### config.mk
export PLATFORM = sky130hd
export DESIGN_NAME = sop_sweep_ctrl
export DESIGN_NICKNAME = d
export VERILOG_FILES = /design/src/rtl/sop_sweep_ctrl.sv
export SDC_FILE = /design/constraint.sdc
export NUM_CORES = 1
export LEC_CHECK = 0
export CORE_ASPECT_RATIO = 0.7
export CORE_MARGIN = 2
export CORE_UTILIZATION = 40
export CTS_CLUSTER_SIZE = 20
export DETAILED_ROUTE_END_ITERATION = 7
export SYNTH_ARGS = -nofsm -noshare
export SYNTH_HDL_FRONTEND = slang
export SYNTH_SLANG_ARGS = --single-unit
### constraint.sdc
create_clock -name clk -period 4.85 [get_ports clk]
set_clock_uncertainty 0.2 [all_clocks]
set_input_delay 0.97 -clock clk [delete_from_list [all_inputs] [get_ports clk]]
set_output_delay 0.97 -clock clk [all_outputs]
set_load 0.02 [all_outputs]
### src/rtl/sop_sweep_ctrl.sv
// Exhaustive truth-table sweeper for a combinational sum-of-products evaluator:
// steps every input vector, waits SETTLE cycles, captures the response and checks it against a mask.
module sop_sweep_ctrl #(
    parameter int N_IN   = 4,
    parameter int SETTLE = 1
) (
    input  logic                   clk,
    input  logic                   rst,
    input  logic                   start,
    input  logic [(1<<N_IN)-1:0]   expected,
    output logic [N_IN-1:0]        eval_vec,
    input  logic                   eval_s,
    output logic                   busy,
    output logic                   done,
    output logic [(1<<N_IN)-1:0]   truth_tbl,
    output logic [N_IN:0]          ones_cnt,
    output logic                   match
);

    localparam int DEPTH = 1 << N_IN;
    localparam int CW    = $clog2(SETTLE + 1);

    typedef enum logic [1:0] {IDLE, DRIVE, SAMPLE, DONE} state_t;

    state_t             r_state;
    state_t             w_state_nxt;
    logic [CW-1:0]      r_cnt;
    logic [N_IN-1:0]    r_vec;
    logic [DEPTH-1:0]   r_tbl;
    logic [DEPTH-1:0]   r_exp;
    logic [N_IN:0]      r_ones;
    logic               r_match;
    logic [DEPTH-1:0]   w_tbl_nxt;
    logic               w_settled;
    logic               w_last;

    assign w_settled = (r_cnt == CW'(SETTLE - 1));
    assign w_last    = &r_vec;

    always_ff @(posedge clk) begin
        if (rst) r_state <= IDLE;
        else     r_state <= w_state_nxt;
    end

    always_comb begin
        w_state_nxt = r_state;
        busy        = 1'b0;
        done        = 1'b0;
        case (r_state)
            IDLE:    if (start) w_state_nxt = DRIVE;
            DRIVE: begin
                busy = 1'b1;
                if (w_settled) w_state_nxt = SAMPLE;
            end
            SAMPLE: begin
                busy        = 1'b1;
                w_state_nxt = w_last ? DONE : DRIVE;
            end
            DONE: begin
                done        = 1'b1;
                w_state_nxt = IDLE;
            end
            default: w_state_nxt = IDLE;
        endcase
    end

    // Table including the bit being captured this cycle, so match can be
    // registered on the same edge as the final sample.
    always_comb begin
        w_tbl_nxt        = r_tbl;
        w_tbl_nxt[r_vec] = eval_s;
    end

    always_ff @(posedge clk) begin
        if (rst) begin
            r_vec   <= '0;
            r_tbl   <= '0;
            r_ones  <= '0;
            r_match <= 1'b0;
            r_exp   <= '0;
            r_cnt   <= '0;
        end else begin
            case (r_state)
                IDLE: begin
                    if (start) begin
                        r_vec   <= '0;
                        r_tbl   <= '0;
                        r_ones  <= '0;
                        r_match <= 1'b0;
                        r_exp   <= expected;
                        r_cnt   <= '0;
                    end
                end
                DRIVE: r_cnt <= r_cnt + CW'(1);
                SAMPLE: begin
                    r_tbl  <= w_tbl_nxt;
                    // X on eval_s is deliberately allowed to poison the count and match.
                    r_ones <= r_ones + {{N_IN{1'b0}}, eval_s};
                    if (w_last) begin
                        r_match <= (w_tbl_nxt == r_exp);
                    end else begin
                        r_vec <= r_vec + N_IN'(1);
                        r_cnt <= '0;
                    end
                end
                default: ;
            endcase
        end
    end

    assign eval_vec  = r_vec;
    assign truth_tbl = r_tbl;
    assign ones_cnt  = r_ones;
    assign match     = r_match;

endmodule

* After elaboration in Yosys (flattened, before gate mapping)
Index checks and enable logic that the tools add are counted.
W data, S select, Z words.
** Operators by class
- Add/subtract/negate cells :: 3
- Order comparisons :: 2
- Equal/unequal tests :: 8
- Mux-type cells :: 21
- Reductions and logical operators :: 12
** Operators by type and width (count)
- $pmux W16 S2 :: 1
- $bwmux W16 :: 1
- $eq A16 B16 Y1 :: 1
- $mux W16 :: 1
- $pmux W5 S2 :: 1
- $reduce_and A3 Y1 :: 3
- $mux W4 :: 2
- $ne A2 B2 Y1 const B :: 4
- $pmux W2 S4 :: 1
- $pmux W4 S2 :: 1
- $mux W1 :: 6
- $mux W2 :: 3
- $reduce_and A2 Y1 :: 3
- $add A5 B1 Y5 :: 1
- $lt A4 B5 Y1 const B :: 1
- $mux W5 :: 1
- $add A4 B1 Y4 const B :: 1
- $demux W1 S4 :: 1
- $eq A2 B2 Y1 const B :: 2
- $ge A4 B1 Y1 const B :: 1
- $reduce_and A4 Y1 :: 1
- $pmux W1 S3 :: 1
- $reduce_bool A3 Y1 :: 1
- $eq A2 B1 Y1 const B :: 1
- other kinds (6) :: 6
** Word-level totals
- Register bits :: 45
- Input port bits :: 20
- Output and inout port bits :: 28
- Word-level logic and storage cells :: 53

* Longest topological paths before layout
Gate-level depths: netlist of the first run.
- Depth in word-level cells :: 8
- Gate-level depth with buffers :: 9
- Mapped depth without buffers :: 8

* Least setup slack after synthesis of the first run
Ideal clock, no wire load.
- Kind :: input to register
- Start :: in eval_s
- End :: reg r_match, in the netlist match
- Setup time :: 0.069 ns
- Arrival time :: 2.556 ns
- Data required time :: 4.581 ns
- Path slack :: 2.025 ns
- Stages on the path :: 7
- Buffers on the path :: 1
- Path through :: clkbuf_2 clkinv_1 nand2_1 o22ai_1 or4_1 or4_1 o21ai_1
** Between the ends
- Longest elaborated chain between the ends :: 4
** Ends and longest elaborated chain
- start: declaration :: RTL line 12 : input logic eval_s,
- $bwmux W16 :: RTL line 71 : w_tbl_nxt[r_vec] = eval_s;
- $eq A16 B16 Y1 :: RTL line 100 : r_match <= (w_tbl_nxt == r_exp);
- $mux W1 :: RTL line 99 : if (w_last) begin
- $pmux W1 S2 :: RTL line 83 : case (r_state)
- end signal: assignment :: RTL line 100
- end: declaration :: RTL line 32 : logic r_match;
Every way passes these cells. The select of a mux whose other input is x is not followed.
A chain may end at the register's enable or synchronous reset.

* Worst setup path in the final report of the first run
Ends and elaborated chain as after synthesis.

==> results of run 1 <==
## metrics by stage
| step | power, mW | util, % |
|---|---|---|
| 2_1_floorplan | 0.5590 | - |
| 3_3_place_gp | 0.6288 | 49.25 |
| 5_1_grt | 1.024 | 51.48 |
| 4_1_cts | 0.9818 | 51.48 |
| 6_report | 0.9736 | 51.48 |
| 3_5_place_dp | 0.6324 | 49.25 |
## registers in the layout, summed over array words and instances, names as in the netlist
signal,flops
r_state,2
truth_tbl,16
eval_vec,4
r_cnt,1
match,1
r_exp,16
ones_cnt,5
## layout by cell type (no fill, tap or decap), types with 4 or more instances in the layout
cell type        count
nor3_1               5
clkbuf_8             5
o21ai_0             17
clkdlybuf4s50_1     47
and3b_1              5
mux2i_1              7
nor2_1              32
dfxtp_1             45
nand3_1              8
nor3b_1             11
nand2_1             45
inv_1                8
buf_4                4
a21oi_1             28
nand4_1              5
a22oi_1             16
ha_1                14
xor2_1              11
## cells in the mapped netlist
cell type and instances:
nand4_1 5, nand3b_1 3, o2bb2ai_1 2, nor2_1 32
mux2i_1 7, nor3b_1 11, nor3b_4 1, a311oi_1 1
nand2b_1 2, nor3_1 5, nand4b_1 1, o2111ai_1 1
clkbuf_2 1, or4_1 2, a32oi_1 1, dfxtp_1 45
inv_1 8, o22ai_1 1, xnor2_1 3, a21o_1 1
mux2_2 1, nand3_1 8, and3_1 3, and3b_1 5
a211oi_1 2, buf_4 1, clkinv_1 1, a2111oi_0 1
buf_6 1, nand2_1 45, xor2_1 11, and2_1 1
o21ai_1 2, and3_4 1, buf_2 2, clkbuf_1 13
a22oi_1 16, o21ai_0 18, o32ai_1 3, nor2b_1 3
o211ai_1 1, nor4_1 1, ha_1 14, or3b_1 1
a21oi_1 28
## metal layers
layer  routed length, microns  GRT usage [%]  vias to the layer above
met5                        0              0                        -
met4                       89          3.957                        0
met3                      564          4.447                        9
met2                     2647          26.28                       83
met1                     3640          32.41                     1106
li1                         -              -                     1199
## final cells by class
cell class / instances / area (sq um)
Tap cell: 78 / 97.59
Fill cell: 619 / 3002
Clock inverter: 3 / 68.82
Sequential cell: 45 / 900.9
Multi-Input combinational cell: 244 / 1514
Clock buffer: 5 / 68.82
Inverter: 9 / 33.78
Timing Repair Buffer: 51 / 500.5
## worst paths after layout
path,to,slack (ns),depth (start not counted)
hold reg to reg,r_exp[8],0.28,2
setup / recovery,match,1.53,8
setup reg to reg,match,1.90,6
hold / removal,r_exp[8],0.28,2
## worst min-delay path, delay by kind of cell, from the launching register on
| kind | cells | cell delay (ns) |
|---|---|---|
| compound gates | 1 | 0.05 |
| flops | 1 | 0.34 |
| simple gates | 1 | 0.06 |
## power groups by stage
stage,Combinational [mW],Clock [mW],Sequential (mW)
floorplan,0.141,0,0.418
finish,0.209,0.348,0.417
global route,0.236,0.369,0.420
detailed placement,0.208,0,0.425
CTS,0.209,0.356,0.416
global placement,0.204,0,0.424
## cell families after synthesis
kind of cell,after synthesis,share of synthesized area [%]
adders and majority gates,14,6.920
DFF,45,35.59
muxes,8,3.213
buffers and inverters,27,4.597
and+or+nand+nor,130,26.05
xor gates and xnor gates,14,4.844
AOI/OAI and AO/OA,78,18.78
==> metrics.md, run 1 <==
| Metric | Value |
|---|---|
| CTS max path bufs | 2 |
| Crit path capture type | flip-flop |
| Post-synthesis cell count | 316 |
| DR WL/cell | 15.96 microns |
| Synth unique cells | 45 |
| Core Area | 6186 sq um |
| CTS Buf Count | 5 |
| Critical-path cell list | clkdlybuf4s50_1 -> buf_4 -> clkinv_1 -> nand2_1 -> o22ai_1 -> or4_1 -> or4_1 -> o21ai_1 |
| Max-cap violation count | 0 |
| # diodes | 0 |
| Number of top-level pins | 48 |
| Post-route ant nets | 0 |
| Setup Viol. Count Final | 0 |
| Largest net degree at the start of global routing | 42 |
| #FFs+latches synth | 45 |
| Synth area leaders | dfxtp_1 (36%), ha_1 (6.9%), nand2_1 (6.7%) |
| Clock share of power | 35.7% |
| Synth area leader | dfxtp_1 |
| PortBufs | 47 |
| Delay-heaviest family, CP | simple AND/OR/NAND/NOR gates |
| DRC Markers | 0 |
| YS warnings | 0 |
| Fin nets | 390 |
| Critical Path RT | 4.89 ns |
| Row count | 24 |
| Final WL | 6941 microns |
| Slew Viols, Final | 0 |
| Setup bufs post-CTS | 0 |
| DR vias/cell | 5.510 |
| Max H-tree Level | 2 |
| CTS tree | yes |
| Post-route worst setup slack | 1.533 ns |
| CP peak stage delay | 0.54 ns |
| Critical path class | primary input to flip-flop |
| Number of global-route vias before repair | 2119 |
| # clock sinks | 45 |
| Mapped Avg Cell Area | 8.010 sq um |
| Sw frac | 30.14% |
| Status | finished clean |
| First-pass GRT wire length | 11140 microns |
| Proportion of layout cells with a drive suffix above 1 | 4.202% |
| Synthesized net count | 350 |
| Register area share after synthesis | 35.59% |
| Final worst path period share | 68.38% |
| Total GRT Usage | 19.87% |
| PwrDens | 305.8 nW/um^2 |
| Die outline area | 6991 sq um |
| Fin crit period | 3.317 ns |
| Worst reg2reg startpoint | eval_vec[2] |
| Comb pwr share | 21.5% |
| Final Non-Filler Cells | 435 |
| Post-place instance area | 3047 sq um |
| Hold Path Class | flip-flop to flip-flop |
| CP most frequent cell | or4_1 |
| Gp weighted congestion | 0.9258 |
| Drt pass-1 iters | 4 |
| Net switching power | 0.2935 mW |
| Initial antenna violation count | 0 |
| Rel. slew slack | 31.62% |
| Placed insts | 427 |
| Clock Tree Root | clkbuf_8 |
| Yosys top cell area share | 35.59% |
| Die width | 99.08 microns |
| Max FO, Critical Path | 16 |
| Final hold violation count | 0 |
| Hold WS | 0.2848 ns |
| Iter 0 DRT Violations | 221 |
| Reg power frac | 42.8% |
| CTS resizes | 0 |
| GR Overflow Total | 0 |
| HPWL Detailed | 4869 microns |
| Hold_sp | r_exp[8] |
| Via count | 2397 |
| Maximum VDD drop | 0.0001622 V |
| WP buf/inv | 3 |
| Critical Path Start Type | primary input |
| Crit path max-delay cell type | or4_1 |
| Worst Max-Slew Pin Slew | 1.019 ns |
| Initial Util | 40.92% |
| CTS hold repair buffers | 0 |
| Setup WS pre-CTS | 1.335 ns |
| P_int | 0.6802 mW |
| Crit path DAT | 3.35 ns |
| Clock Pin Slew Worst Setup and Hold Paths | 0.09 ns |
| Cell area after layout | 3184 sq um |
| Fmax | 0.3015 GHz |
| Unrepaired setup endpoints after global routing | no |
| Post-Syn Area | 2531 sq um |
| P_leak | 1.162 nW |
| Die Y | 70.56 microns |
| Area Growth Syn to Fin | 25.80% |
| Critical Path Source | eval_s |
| Worst-Skew Late Latency | 0.30 ns |
| Setup TNS | 0 ns |
Power figures use the tool's default switching activity.
==> inputs of run 2 (changes only) <==
PLACE_DENSITY = 0.66   (was default)
clock period = 2.7 ns   (was 4.85 ns; I/O delays follow)
==> metrics.md, run 2 (same netlist as run 1, synthesis figures left out) <==
| Metric | Value |
|---|---|
| Status | finished clean |
| Sw frac | 32.42% (+2.3 points) |
| PortBufs | 47 (unchanged) |
| Number of global-route vias before repair | 2239 (+5.7%) |
| Via count | 2435 (+1.6%) |
| Post-route ant nets | 0 (unchanged) |
| Die Y | 70.56 microns (unchanged) |
| HPWL Detailed | 5739 microns (+18%) |
| Core Area | 6186 sq um (unchanged) |
| GR Overflow Total | 0 (unchanged) |
| Max H-tree Level | 2 (unchanged) |
| Comb pwr share | 26.8% (+5.3 points) |
| Final hold violation count | 0 (unchanged) |
| CTS Buf Count | 5 (unchanged) |
| PwrDens | 473.3 nW/um^2 (+55%) |
| Post-layout util | 54.17% (+2.7 points) |
| Initial antenna violation count | 0 (unchanged) |
| Setup TNS | 0 ns (unchanged) |
| Iter 0 DRT Violations | 216 (-2.3%) |
| Critical Path RT | 2.73 ns (-2.16 ns) |
| Area Growth Syn to Fin | 32.38% |
| Hold Path Class | flip-flop to flip-flop |
| Die outline area | 6991 sq um (unchanged) |
| Routing usage on met2 | 30.11% (+3.8 points) |
| DR vias/cell | 5.282 (-4.1%) |
| Row count | 24 (unchanged) |
| DRC Markers | 0 (unchanged) |
| # clock sinks | 45 (unchanged) |
| CTS tree | yes |
| Drt pass-1 iters | 4 (unchanged) |
| Met3 usage | 3.656% (-0.79 points) |
| Critical Path Start Type | flip-flop |
| DR WL/cell | 15.95 microns (about the same) |
| Slew Viols, Final | 0 (unchanged) |
| Number of top-level pins | 48 (unchanged) |
| Proportion of layout cells with a drive suffix above 1 | 11.75% (+7.5 points) |
| GR Util met1 | 35.26% (+2.8 points) |
| Fillers | 624 (+0.81%) |
| Clock Pin Slew Worst Setup and Hold Paths | 0.09 ns (about the same) |
| Fin nets | 416 (+6.7%) |
| Maximum VDD drop | 0.0002172 V (+34%) |
| Crit path DAT | 2.61 ns (-0.74 ns) |
| # diodes | 0 (unchanged) |
| Clock Tree Root | clkbuf_8 |
| P_leak | 1.266 nW (+8.9%) |
| Max FO, Critical Path | 4 (-12) |
| Final worst path period share | 95.44% |
| Clock share of power | 26.3% (-9.4 points) |
| CTS max path bufs | 2 (unchanged) |
| Max-cap violation count | 0 (unchanged) |
| Final WL | 7354 microns (+6.0%) |
| Critical path class | flip-flop to flip-flop |
| Cell area after layout | 3351 sq um (+5.2%) |
| First-pass GRT wire length | 11820 microns (+6.1%) |
| Worst-Skew Late Latency | 0.29 ns (about the same) |
| Setup Viol. Count Final | 0 (unchanged) |
| Post-place instance area | 3254 sq um (+6.8%) |
| Busiest layer in global routing | met1 |
| Worst Max-Slew Pin Slew | 0.4474 ns (-0.5716 ns) |
| Die width | 99.08 microns (unchanged) |
| Commonest non-fill, non-tap cell in the layout | clkdlybuf4s50_1 |
| Total GRT Usage | 21.65% (+1.8 points) |
| Fmax | 0.3881 GHz |
| Net switching power | 0.5141 mW (+75%) |
| Unrepaired setup endpoints after global routing | no |
| Gp weighted congestion | 0.9403 (+1.6%) |
| Most frequent cells in the layout | clkdlybuf4s50_1 (47), nand2_1 (45), dfxtp_1 (43) |
| P_int | 1.072 mW (+58%) |
| Largest net degree at the start of global routing | 42 (unchanged) |
| Crit path capture type | flip-flop |
| Rel. slew slack | 70.11% (+38 points) |
| Fin crit period | 2.577 ns |
| Reg power frac | 46.9% (+4.1 points) |
| Initial Util | 40.92% (unchanged) |
## run 2: changes by cell type in the layout (fill, tap and decap cells not counted), sizes merged
cell,delta
bufinv,-2
clkbuf,+2
clkinvlp,+1
buf,+26
inv,-1
## run 2: cell type report
type,instances,area [sq um],area share (%)
clock inverter,1,7.507,0.2240
sequential,45,903.4,26.96
multi-input combinational,244,1524,45.48
inverter,9,33.78,1.008
clock buffer,7,76.32,2.278
tap,78,97.59,2.913
timing repair buffer,77,708.2,21.14
## run 2: worst max-delay path: stages (launching register included)
cell	delay, ns
dfxtp_1	0.35
inv_1	0.12
ha_2	0.22
nor3b_4	0.23
or3b_1	0.17
nand4_1	0.09
or4_1	0.50
or4_1	0.52
o21ai_1	0.12
## run 2: path summary, 6_finish.rpt
kind,start,endpoint,slack [ns],cells after the start
hold / removal,r_exp[9],r_exp[9],0.28,2
setup reg to reg,eval_vec[0],match,0.12,8
setup / recovery,eval_vec[0],match,0.12,8
hold reg to reg,r_exp[9],r_exp[9],0.28,2
## run 2: layer usage
layer  vias to the layer above  part of all wire (%)
met5                         -                     0
met4                         0                  0.45
met3                         5                   6.3
met2                        68                    41
met1                      1119                    52
li1                       1243                     -
## run 2: stage by stage
step	total power, mW	hold WS [ns]	cells	setup slack [ns]
final	1.586	0.2806	461	0.1230
after CTS	1.595	0.2888	461	0.04474
after detailed placement	1.181	0.2763	453	-0.1389
after global routing	1.684	0.2986	461	0.01144
after floorplan	1.004	0.2446	316	0.01621
after global placement	1.174	0.2599	453	-0.1617
## run 2: power by group through the flow
stage          Clock [mW]  Sequential [mW]  Combinational [mW]
2_1_floorplan           0            0.750               0.254
3_3_place_gp            0            0.758               0.416
3_5_place_dp            0            0.759               0.422
4_1_cts             0.428            0.743               0.424
5_1_grt             0.460            0.750               0.474
6_report            0.417            0.744               0.425
## run 2: what timing repair did
action,in CTS,in global routing
resized for setup,0,6
endpoints found under the hold margin,0,0
hold buffers,0,0
setup buffers,0,0
endpoints found under the setup margin,0,1
